### src/rtl/mc_ctrl.sv
// Multi-cycle MIPS controller: sequences FETCH..WB, drives datapath selects
// and write strobes, counts retired instructions. Option: ILLEGAL_TRAP_EN.
module mc_ctrl #(
    parameter int CNT_W = 32
) (
    input  logic             clk,
    input  logic             rst,
    input  logic [5:0]       opcode,
    input  logic [5:0]       funct,
    input  logic             zero,
    output logic             PCWr,
    output logic             IRWr,
    output logic             RegWr,
    output logic             MemWr,
    output logic             ExtOp,
    output logic             ALUSrc,
    output logic [2:0]       ALUOp,
    output logic             RegDst,
    output logic             MemtoReg,
    output logic [1:0]       NPCOp,
    output logic [2:0]       state,
    output logic [CNT_W-1:0] retired,
    output logic             halted
);

    typedef enum logic [2:0] {
        S_FETCH  = 3'd0,
        S_DECODE = 3'd1,
        S_EXE    = 3'd2,
        S_MEM    = 3'd3,
        S_WB     = 3'd4,
        S_HALT   = 3'd5
    } state_t;

    state_t           r_state;
    state_t           w_next;
    logic             w_retire;
    logic [CNT_W-1:0] r_retired;

    logic w_rtype, w_addu, w_subu, w_and, w_or, w_slt, w_rlegal;
    logic w_addiu, w_ori, w_lui, w_lw, w_sw, w_beq, w_j, w_legal;
    logic w_ext, w_src, w_regdst, w_m2r;
    logic [2:0] w_aluop;

    assign w_rtype  = (opcode == 6'b000000);
    assign w_addu   = w_rtype && (funct == 6'b100001);
    assign w_subu   = w_rtype && (funct == 6'b100011);
    assign w_and    = w_rtype && (funct == 6'b100100);
    assign w_or     = w_rtype && (funct == 6'b100101);
    assign w_slt    = w_rtype && (funct == 6'b101010);
    assign w_rlegal = w_addu | w_subu | w_and | w_or | w_slt;

    assign w_addiu = (opcode == 6'b001001);
    assign w_ori   = (opcode == 6'b001101);
    assign w_lui   = (opcode == 6'b001111);
    assign w_lw    = (opcode == 6'b100011);
    assign w_sw    = (opcode == 6'b101011);
    assign w_beq   = (opcode == 6'b000100);
    assign w_j     = (opcode == 6'b000010);
    assign w_legal = w_rlegal | w_addiu | w_ori | w_lui
                   | w_lw | w_sw | w_beq | w_j;

    assign w_ext    = w_addiu | w_lw | w_sw | w_beq;
    assign w_src    = w_addiu | w_ori | w_lui | w_lw | w_sw;
    assign w_regdst = w_rlegal;
    assign w_m2r    = w_lw;

    always_comb begin
        w_aluop = 3'b000;
        case (1'b1)
            w_subu, w_beq: w_aluop = 3'b001;
            w_and:         w_aluop = 3'b010;
            w_or, w_ori:   w_aluop = 3'b011;
            w_slt:         w_aluop = 3'b100;
            w_lui:         w_aluop = 3'b101;
            default:       w_aluop = 3'b000;
        endcase
    end

    // Retirement is tied to the instruction's final transition back to FETCH.
    always_comb begin
        w_next   = S_FETCH;
        w_retire = 1'b0;
        case (r_state)
            S_FETCH:  w_next = S_DECODE;
            S_DECODE: begin
                if (!w_legal) begin
`ifdef ILLEGAL_TRAP_EN
                    w_next = S_HALT;
`else
                    w_next = S_FETCH;
`endif
                end else if (w_j) begin
                    w_next   = S_FETCH;
                    w_retire = 1'b1;
                end else begin
                    w_next = S_EXE;
                end
            end
            S_EXE: begin
                if (w_beq) begin
                    w_next   = S_FETCH;
                    w_retire = 1'b1;
                end else if (w_lw || w_sw) begin
                    w_next = S_MEM;
                end else begin
                    w_next = S_WB;
                end
            end
            S_MEM: begin
                if (w_sw) begin
                    w_next   = S_FETCH;
                    w_retire = 1'b1;
                end else begin
                    w_next = S_WB;
                end
            end
            S_WB: begin
                w_next   = S_FETCH;
                w_retire = 1'b1;
            end
`ifdef ILLEGAL_TRAP_EN
            S_HALT:  w_next = S_HALT;
`endif
            default: w_next = S_FETCH;
        endcase
    end

    always_ff @(posedge clk) begin
        if (rst) begin
            r_state   <= S_FETCH;
            r_retired <= '0;
        end else begin
            r_state <= w_next;
            if (w_retire)
                r_retired <= r_retired + CNT_W'(1);
        end
    end

    // Selects follow the decoded opcode from DECODE to the end of the instruction.
    always_comb begin
        PCWr     = 1'b0;
        IRWr     = 1'b0;
        RegWr    = 1'b0;
        MemWr    = 1'b0;
        ExtOp    = 1'b0;
        ALUSrc   = 1'b0;
        ALUOp    = 3'b000;
        RegDst   = 1'b0;
        MemtoReg = 1'b0;
        NPCOp    = 2'b00;
        if (r_state == S_DECODE || r_state == S_EXE ||
            r_state == S_MEM || r_state == S_WB) begin
            ExtOp    = w_ext;
            ALUSrc   = w_src;
            ALUOp    = w_aluop;
            RegDst   = w_regdst;
            MemtoReg = w_m2r;
        end
        case (r_state)
            S_FETCH: begin
                PCWr = 1'b1;
                IRWr = 1'b1;
            end
            S_DECODE: begin
                if (w_j) begin
                    PCWr  = 1'b1;
                    NPCOp = 2'b10;
                end
            end
            S_EXE: begin
                if (w_beq) begin
                    PCWr  = zero;
                    NPCOp = 2'b01;
                end
            end
            S_MEM:   MemWr = w_sw;
            S_WB:    RegWr = 1'b1;
            default: ;
        endcase
        if (rst) begin
            PCWr  = 1'b0;
            IRWr  = 1'b0;
            RegWr = 1'b0;
            MemWr = 1'b0;
        end
    end

    assign state   = r_state;
    assign retired = r_retired;
`ifdef ILLEGAL_TRAP_EN
    assign halted = (r_state == S_HALT);
`else
    assign halted = 1'b0;
`endif

endmodule
### config.mk
export PLATFORM = sky130hd
export DESIGN_NAME = mc_ctrl
export DESIGN_NICKNAME = d
export VERILOG_FILES = /design/src/rtl/mc_ctrl.sv
export SDC_FILE = /design/constraint.sdc
export NUM_CORES = 1
export LEC_CHECK = 0
export CAP_MARGIN = 20
export CORE_MARGIN = 2
export CORE_UTILIZATION = 31
export DETAILED_ROUTE_END_ITERATION = 12
export PLACE_DENSITY_LB_ADDON = 0.15
export SKIP_CTS_REPAIR_TIMING = 1
export SYNTH_ARGS = -nofsm -noshare
export SYNTH_HDL_FRONTEND = slang
export SYNTH_SLANG_ARGS = --single-unit
### constraint.sdc
create_clock -name clk -period 6.3 [get_ports clk]
set_input_delay 1.26 -clock clk [delete_from_list [all_inputs] [get_ports clk]]
set_output_delay 1.26 -clock clk [all_outputs]
set_load 0.01 [all_outputs]
Yosys cells after proc, flatten, opt, wreduce, memory -nomap -nowiden. Cells that the tools add are included.

Register bits: 35. Input port bits: 15. Output and inout port bits: 49. Logic and storage cells: 83.

$add $sub $neg: 1. Equal/unequal tests: 16. Muxes and demuxes: 33. Bitwise logic cells: 18. Reductions and logical operators: 13.

Operator list (number): $eq A6 B6 Y1 const B (7); $add A32 B1 Y32 const B (1); $mux W3 (9); $eq A6 B4 Y1 const B (3); $or A1 B1 Y1 (18); $mux W1 (17); $pmux W3 S4 (1); $eq A3 B2 Y1 const B (2); $eq A6 B2 Y1 const B (1); $eq A6 B3 Y1 const B (1); $logic_not A6 Y1 (1); $mux W2 (3); $logic_and A1 B1 Y1 (5); $logic_or A1 B1 Y1 (4); $pmux W1 S4 (1); $pmux W2 S2 (1); $reduce_or A2 Y1 (2); $eq A3 B1 Y1 const B (1); $eq A3 B3 Y1 const B (1); $logic_not A3 Y1 (1); $pmux W1 S3 (1).

Depth between registers and ports, before layout. Gate-level depths: netlist of run 1.

Depth after elaboration: 15. Mapped depth: 8. Depth with buffers taken out: 6.

Least setup slack after synthesis of run 1. OpenSTA, ideal clock, no wires.

Path type: input to output. From: input port opcode[0]. To: output port ALUOp[0]. Arrival time: 2.737 ns. Required time: 5.040 ns. Setup slack: 2.303 ns. Stages: 5. Path buffers: 0. Path through: or4_4 nor4_1 nor3b_1 a21oi_1 a21oi_1.

Cells in the longest elaborated chain, start to end: 7. Elaborated cells between the ends (all ways): 16. Those cells by class: eq/ne (3); mux (6); reduce/logical (7).

Ends and longest elaborated chain: start: declaration (RTL line 8) `input logic [5:0] opcode,`; $eq A6 B4 Y1 or $logic_not A6 Y1 (tied branches) (RTL line 55, 45); $mux W3 (tied with other cells) (RTL line 70) `case (1'b1)`; $mux W3 or $reduce_or A2 Y1 (tied branches) (RTL line 70); $mux W3 (2 in a row) (RTL line 70); $mux W3 * (RTL line 70); $mux W3 * (RTL line 152) `if (r_state == S_DECODE || r_state == S_EXE ||`; end: declaration (RTL line 17) `output logic [2:0] ALUOp,`.

Every way passes the cells marked *; elsewhere a longest branch is shown, timed or not.

Final worst setup path of run 1. Same ends and word-level chain as after synthesis.

==> results.toml, run 1 <==
[outcome]
outcome = "finished clean"

[clock_tree]
cts_tree = "built"
numCtsBuffers = 5
clock-sinks = 35
clkLatencyLatePin_ns = 0.28
cts-root-buf = "clkbuf_8"
clk_pin_slew_ns = 0.07
clockBufferDepth = 2
cts_max_level = 2

[placed_design]
dp.cells = 413
dp_hpwl_um = 4139
dp_worst_setup_slack_ns = 1.131
gp_congestion = 0.7590
numPortBuffers = 62

[timing]
maxSlewViolCount = 0
setup_slack_ns = 1.123
setup_viol = 0
period_share = 0.8217
holdWs_ns = 0.4952
rsz0062_at_grt = "false"
finClkSkew_ns = 0.005224
hold_viol_final = 0
maxSlewHeadroom = 0.3760
setup_tns_ns = 0
min_period_ns = 5.177
max_slew.worst_pin.slew_ns = 0.9350
timing.fmax_ghz = 0.1932

[global_route]
grt_pass1_vias = 2033
grt_start_max_net_pins = 40
antenna_found_initial = 0
grt_util_all_layers = 0.1527
grt.overflow.total = 0
grt_first_pass_wirelength_um = 9646

[detailed_routing]
first_pass_iters = 4
drc = 0
drt-vias-per-instance = 5.040
wirelength_um = 5873
antenna_left = 0
wl_per_cell_um = 13.92
vias = 2127
drtIter0Drc = 94

[power]
switching_power_mw = 0.09953
pwr-share-clk = 0.404
switching_share = 0.2266
power_density_nw_per_um2 = 147.8
power_frac_seq = 0.510
intPower_mw = 0.3398
power_frac_comb = 0.086
p_leak_nw = 0.8910
vdd_drop_max_v = 0.00009741

[die]
dieArea_um2 = 7886
num_rows = 30
initial_core_util = 0.3246
die_w_um = 88.81
io_pins = 64
core-area_um2 = 6869
fp.dieH_um = 88.81

[worst_hold_path]
hp-class = "register to register"

[logic_synthesis]
ys_ff_latch = 35
yosysMostFrequentCell = "nor2_1"
synth.net_count = 286
synth.top_cells.by_count = "41 x nor2_1, 35 x dfxtp_1, 18 x xnor2_1, 16 x nand2_1, 15 x a21oi_1"
syn_inst = 270
synth_cell_type_count = 54
synth-main-ff-cell = "dfxtp_1"
synth_warnings = 0
synth_top_area_share = 0.3143
synth_edf_count = 0
async_flop_share = 0
yosysTopAreaCell = "dfxtp_1"
ys_seq_area_frac = 0.3143
synth.area.top_cells = "dfxtp_1 31%, xnor2_1 7.1%, nor2_1 6.9%"
syn_area_per_cell_um2 = 8.258
syn_area_um2 = 2230

[cells_and_area]
fin_nets = 341
drive_above_1_share = 0.07669
finish.utilization = 0.4326
seqCellArea_um2 = 700.7
multi_input_area_um2 = 1381
num-fill-cells = 700
final_cells = 422
area_growth_syn_to_layout_pct = 33.28
antenna_cells = 0

[critical_path]
arrival_ns = 3.92
cp_max_fo = 7
crit_type = "primary input to primary output"
cp.required_ns = 5.04
startpoint_type = "primary input"
worstSetupEndpointType = "primary output"

[job]
drv_cap = 0
## critical path, stage by stage
cell,delay [ns]
clkdlybuf4s50_1,0.51
or4_4,0.63
nor4_1,0.37
nor3b_1,0.32
a21oi_1,0.12
a21oi_1,0.15
clkdlybuf4s50_1,0.55
## per-layer routing
layer	track usage	vias up	part of all wire
met5	0	-	0
met4	0.03581	0	0.0029
met3	0.02892	2	0.040
met2	0.2463	42	0.47
met1	0.2112	998	0.49
li1	-	1085	-
## layout by cell type, fill, tap and decap left out, drive strengths merged, types with 2 or more instances in the layout
cell and n:
o2111ai 5, xnor2 18, nand2 16, or2 2, clkdlybuf4s50 62, o21ai 11, a22oi 2, nand3 11
clkbuf 8, a211oi 6, nor3 6, and3 5, nand4 11, a31oi 2, a21oi 16, mux2 2
a2111oi 10, or3 6, nor2b 3, buf 2, or2b 2, nor4 4, inv 8, nand2b 5
xor2 6, nor2 42, dfxtp 35, nor4b 2, nor3b 3, nand3b 3
## final cells by class
cell class	count	share of cell area
Tap cell	96	0.04042
Clock buffer	8	0.03368
Inverter	8	0.01011
Sequential cell	35	0.2358
Timing Repair Buffer	64	0.2152
Multi-Input combinational cell	211	0.4648
## power by group through the flow
stage | registers, mW | clock network [mW] | logic (mW)
floorplan | 0.228 | 0 | 0.0214
global placement | 0.229 | 0 | 0.0379
detailed placement | 0.229 | 0 | 0.0377
CTS | 0.224 | 0.184 | 0.0378
global route | 0.224 | 0.192 | 0.0416
finish | 0.224 | 0.177 | 0.0378
## flip-flops by register name (all words and copies together) (netlist names)
register / cells
retired: 32
state: 3
## through the flow
step	total power [mW]	instance area [um2]
after global routing	0.4579	2972
after detailed placement	0.2668	2860
final	0.4393	2972
after floorplan	0.2493	2230
after global placement	0.2670	2860
after CTS	0.4455	2960
## cells by family (layout without fill, tap and decap cells)
logic type | count (synthesis) | count (layout) | synth area share
adders and majority gates | 1 | 1 | 0.005611
xor gates and xnor gates | 24 | 24 | 0.09428
DFF | 35 | 35 | 0.3143
muxes | 2 | 2 | 0.01010
AOI/OAI and AO/OA | 56 | 56 | 0.2003
and+or+nand+nor | 127 | 127 | 0.3075
other | 1 | 1 | 0.001682
buffers and inverters | 24 | 80 | 0.06621
## final timing paths
| path | start | endpoint | slack (ns) | cells past startpoint |
|---|---|---|---|---|
| hold / removal | retired[1] | retired[1] | 0.50 | 2 |
| setup / recovery | opcode[0] | ALUOp[0] | 1.12 | 7 |
| setup reg to reg | state[1] | retired[25] | 3.84 | 6 |
| hold reg to reg | retired[1] | retired[1] | 0.50 | 2 |
No activity file was read; power rests on OpenSTA's default activity.
==> run 2: changes to the inputs <==
==> constraint.sdc (replaced) <==
create_clock -name clk -period 4.8 [get_ports clk]
set_input_delay 0.96 -clock clk [delete_from_list [all_inputs] [get_ports clk]]
set_output_delay 0.96 -clock clk [all_outputs]
set_load 0.01 [all_outputs]
==> run 2 against run 1 <==
  * Via count shrank 1.6%
  * Flip-flop and latch count unchanged
  * First-iteration DRC count shrank 6.4%
  * Global-route usage grew 0.30 points
  * Core utilization rose by 0.42 points
  * Final area is 0.97% higher
  * Worst hold slack improved by 0.0052 ns
  * Clock-buffer cell count decreased by 2
  * Worst setup slack lost 0.84 ns
  * Routed wire length down 1.0%
  * Combinational power rose by 34%
  * Critical endpoint unchanged
  * Highest routed layer unchanged
==> results.toml, run 2 (synthesis gave the netlist of run 1 again) <==
[placed_design]
numPortBuffers = 62
dp_hpwl_um = 4169
gp_congestion = 0.7701
dp.cells = 414
placed_cell_area_um2 = 2868
dp_worst_setup_slack_ns = 0.2915

[timing]
setup_tns_ns = 0
max_slew.worst_pin.slew_ns = 0.9290
timing.fmax_ghz = 0.2212
rsz0062_at_grt = "false"
maxSlewViolCount = 0
hold_viol_final = 0
setup_viol = 0
maxSlewHeadroom = 0.3800
setup_slack_ns = 0.2800
period_share = 0.9417
holdWs_ns = 0.5003
finClkSkew_ns = 0.002998
min_period_ns = 4.520

[critical_path]
cp.buffers_inverters = 2
critPathTopFamily = "simple AND/OR/NAND/NOR gates"
r2r_cells = 5
r2r_setup_slack_ns = 2.37
worstPathCellList = "clkdlybuf4s50_1 -> or4_4 -> nor4_1 -> nor3b_1 -> a21oi_1 -> a21oi_1 -> clkdlybuf4s50_1"
slowest_stage = "or4_4"
cp_max_fo = 7
arrival_ns = 3.56
startpoint_type = "primary input"
crit_type = "primary input to primary output"
slowest_delay_ns = 0.63
cp_num_cells = 7
worstSetupEndpointType = "primary output"
reg2reg_to = "retired[25]"
cp.required_ns = 3.84
rr_startpoint = "retired[2]"

[clock_tree]
cts_max_level = 2
clockBufferDepth = 2
cts-root-buf = "clkbuf_8"
clkLatencyLatePin_ns = 0.29
clock-sinks = 35
clk_pin_slew_ns = 0.07
cts_tree = "built"
numCtsBuffers = 5

[detailed_routing]
wirelength_um = 5812
vias = 2093
antenna_left = 0
first_pass_iters = 4
drc = 0
drtIter0Drc = 88
drt-vias-per-instance = 4.948
wl_per_cell_um = 13.74

[power]
fin_total_pwr_mw = 0.6203
vdd_drop_max_v = 0.0001074
p_leak_nw = 0.9071
power_density_nw_per_um2 = 206.7

[global_route]
grt.overflow.total = 0
grt_first_pass_wirelength_um = 9673
grt_util_all_layers = 0.1557
grt_start_max_net_pins = 36
antenna_found_initial = 0
grt_pass1_vias = 1971

[cells_and_area]
area_growth_syn_to_layout_pct = 34.57
seqCellArea_um2 = 700.7
num-fill-cells = 673
final_common_cell = "clkdlybuf4s50_1"
final_cell_mix = "62 x clkdlybuf4s50_1, 41 x nor2_1, 35 x dfxtp_1"
drive_above_1_share = 0.08257
final_cells = 423
largest_reg_flops = 32
antenna_cells = 0
fin_area_um2 = 3000
multi_input_area_um2 = 1381
fin_nets = 342
finish.utilization = 0.4368

[die]
num_rows = 30
io_pins = 64
fp.dieH_um = 88.81
die_w_um = 88.81
initial_core_util = 0.3246
core-area_um2 = 6869
dieArea_um2 = 7886

[outcome]
outcome = "finished clean"

[worst_hold_path]
hp-class = "register to register"
hold_end = "retired[1]"
min_path_cells = 2
holdCritStartpoint = "retired[1]"

[job]
drv_cap = 0
## run 2: cell count changes in the layout (fill, tap and decap cells not counted)
cell,previous run,this run
buf_4,1,2
buf_6,1,0
buf_8,0,1
bufinv_16,0,1
clkbuf_1,1,0
clkbuf_8,7,6
clkinv_2,0,1
## run 2: worst max path at each step
stage               startpoint  endpoint
floorplan            opcode[0]  ALUOp[0]
global placement     opcode[0]  ALUOp[0]
detailed placement   opcode[0]  ALUOp[0]
CTS                  opcode[0]  ALUOp[0]
global route         opcode[0]  ALUOp[0]
finish               opcode[0]  ALUOp[0]
## run 2: routing by layer
layer / track usage / routed length [um]
met5: 0 / 0
met4: 0.04132 / 69
met3: 0.04011 / 281
met2: 0.2429 / 2562
met1: 0.2136 / 2898
## run 2: layout make-up
cell class                 count  share of cell area
multi-input combinational    211              0.4604
sequential                    35              0.2335
timing repair buffer          65              0.2168
tap                           96             0.04003
clock buffer                   6             0.02752
clock inverter                 2             0.01168
inverter                       8             0.01001
## run 2: worst register-to-register path, delay by kind of cell, from the launching register on
kind | cells | cell delay, ns
simple gates | 3 | 1.13
compound gates | 1 | 0.39
flops | 1 | 0.48
mux | 1 | 0.33
## run 2: power by group
part           internal, mW  total [mW]  switching (mW)  leakage (nW)
clock network         0.168       0.276           0.108        0.0612
logic                0.0243      0.0506          0.0263         0.564
registers             0.291       0.294         0.00284         0.282
total                 0.483       0.620           0.137         0.907
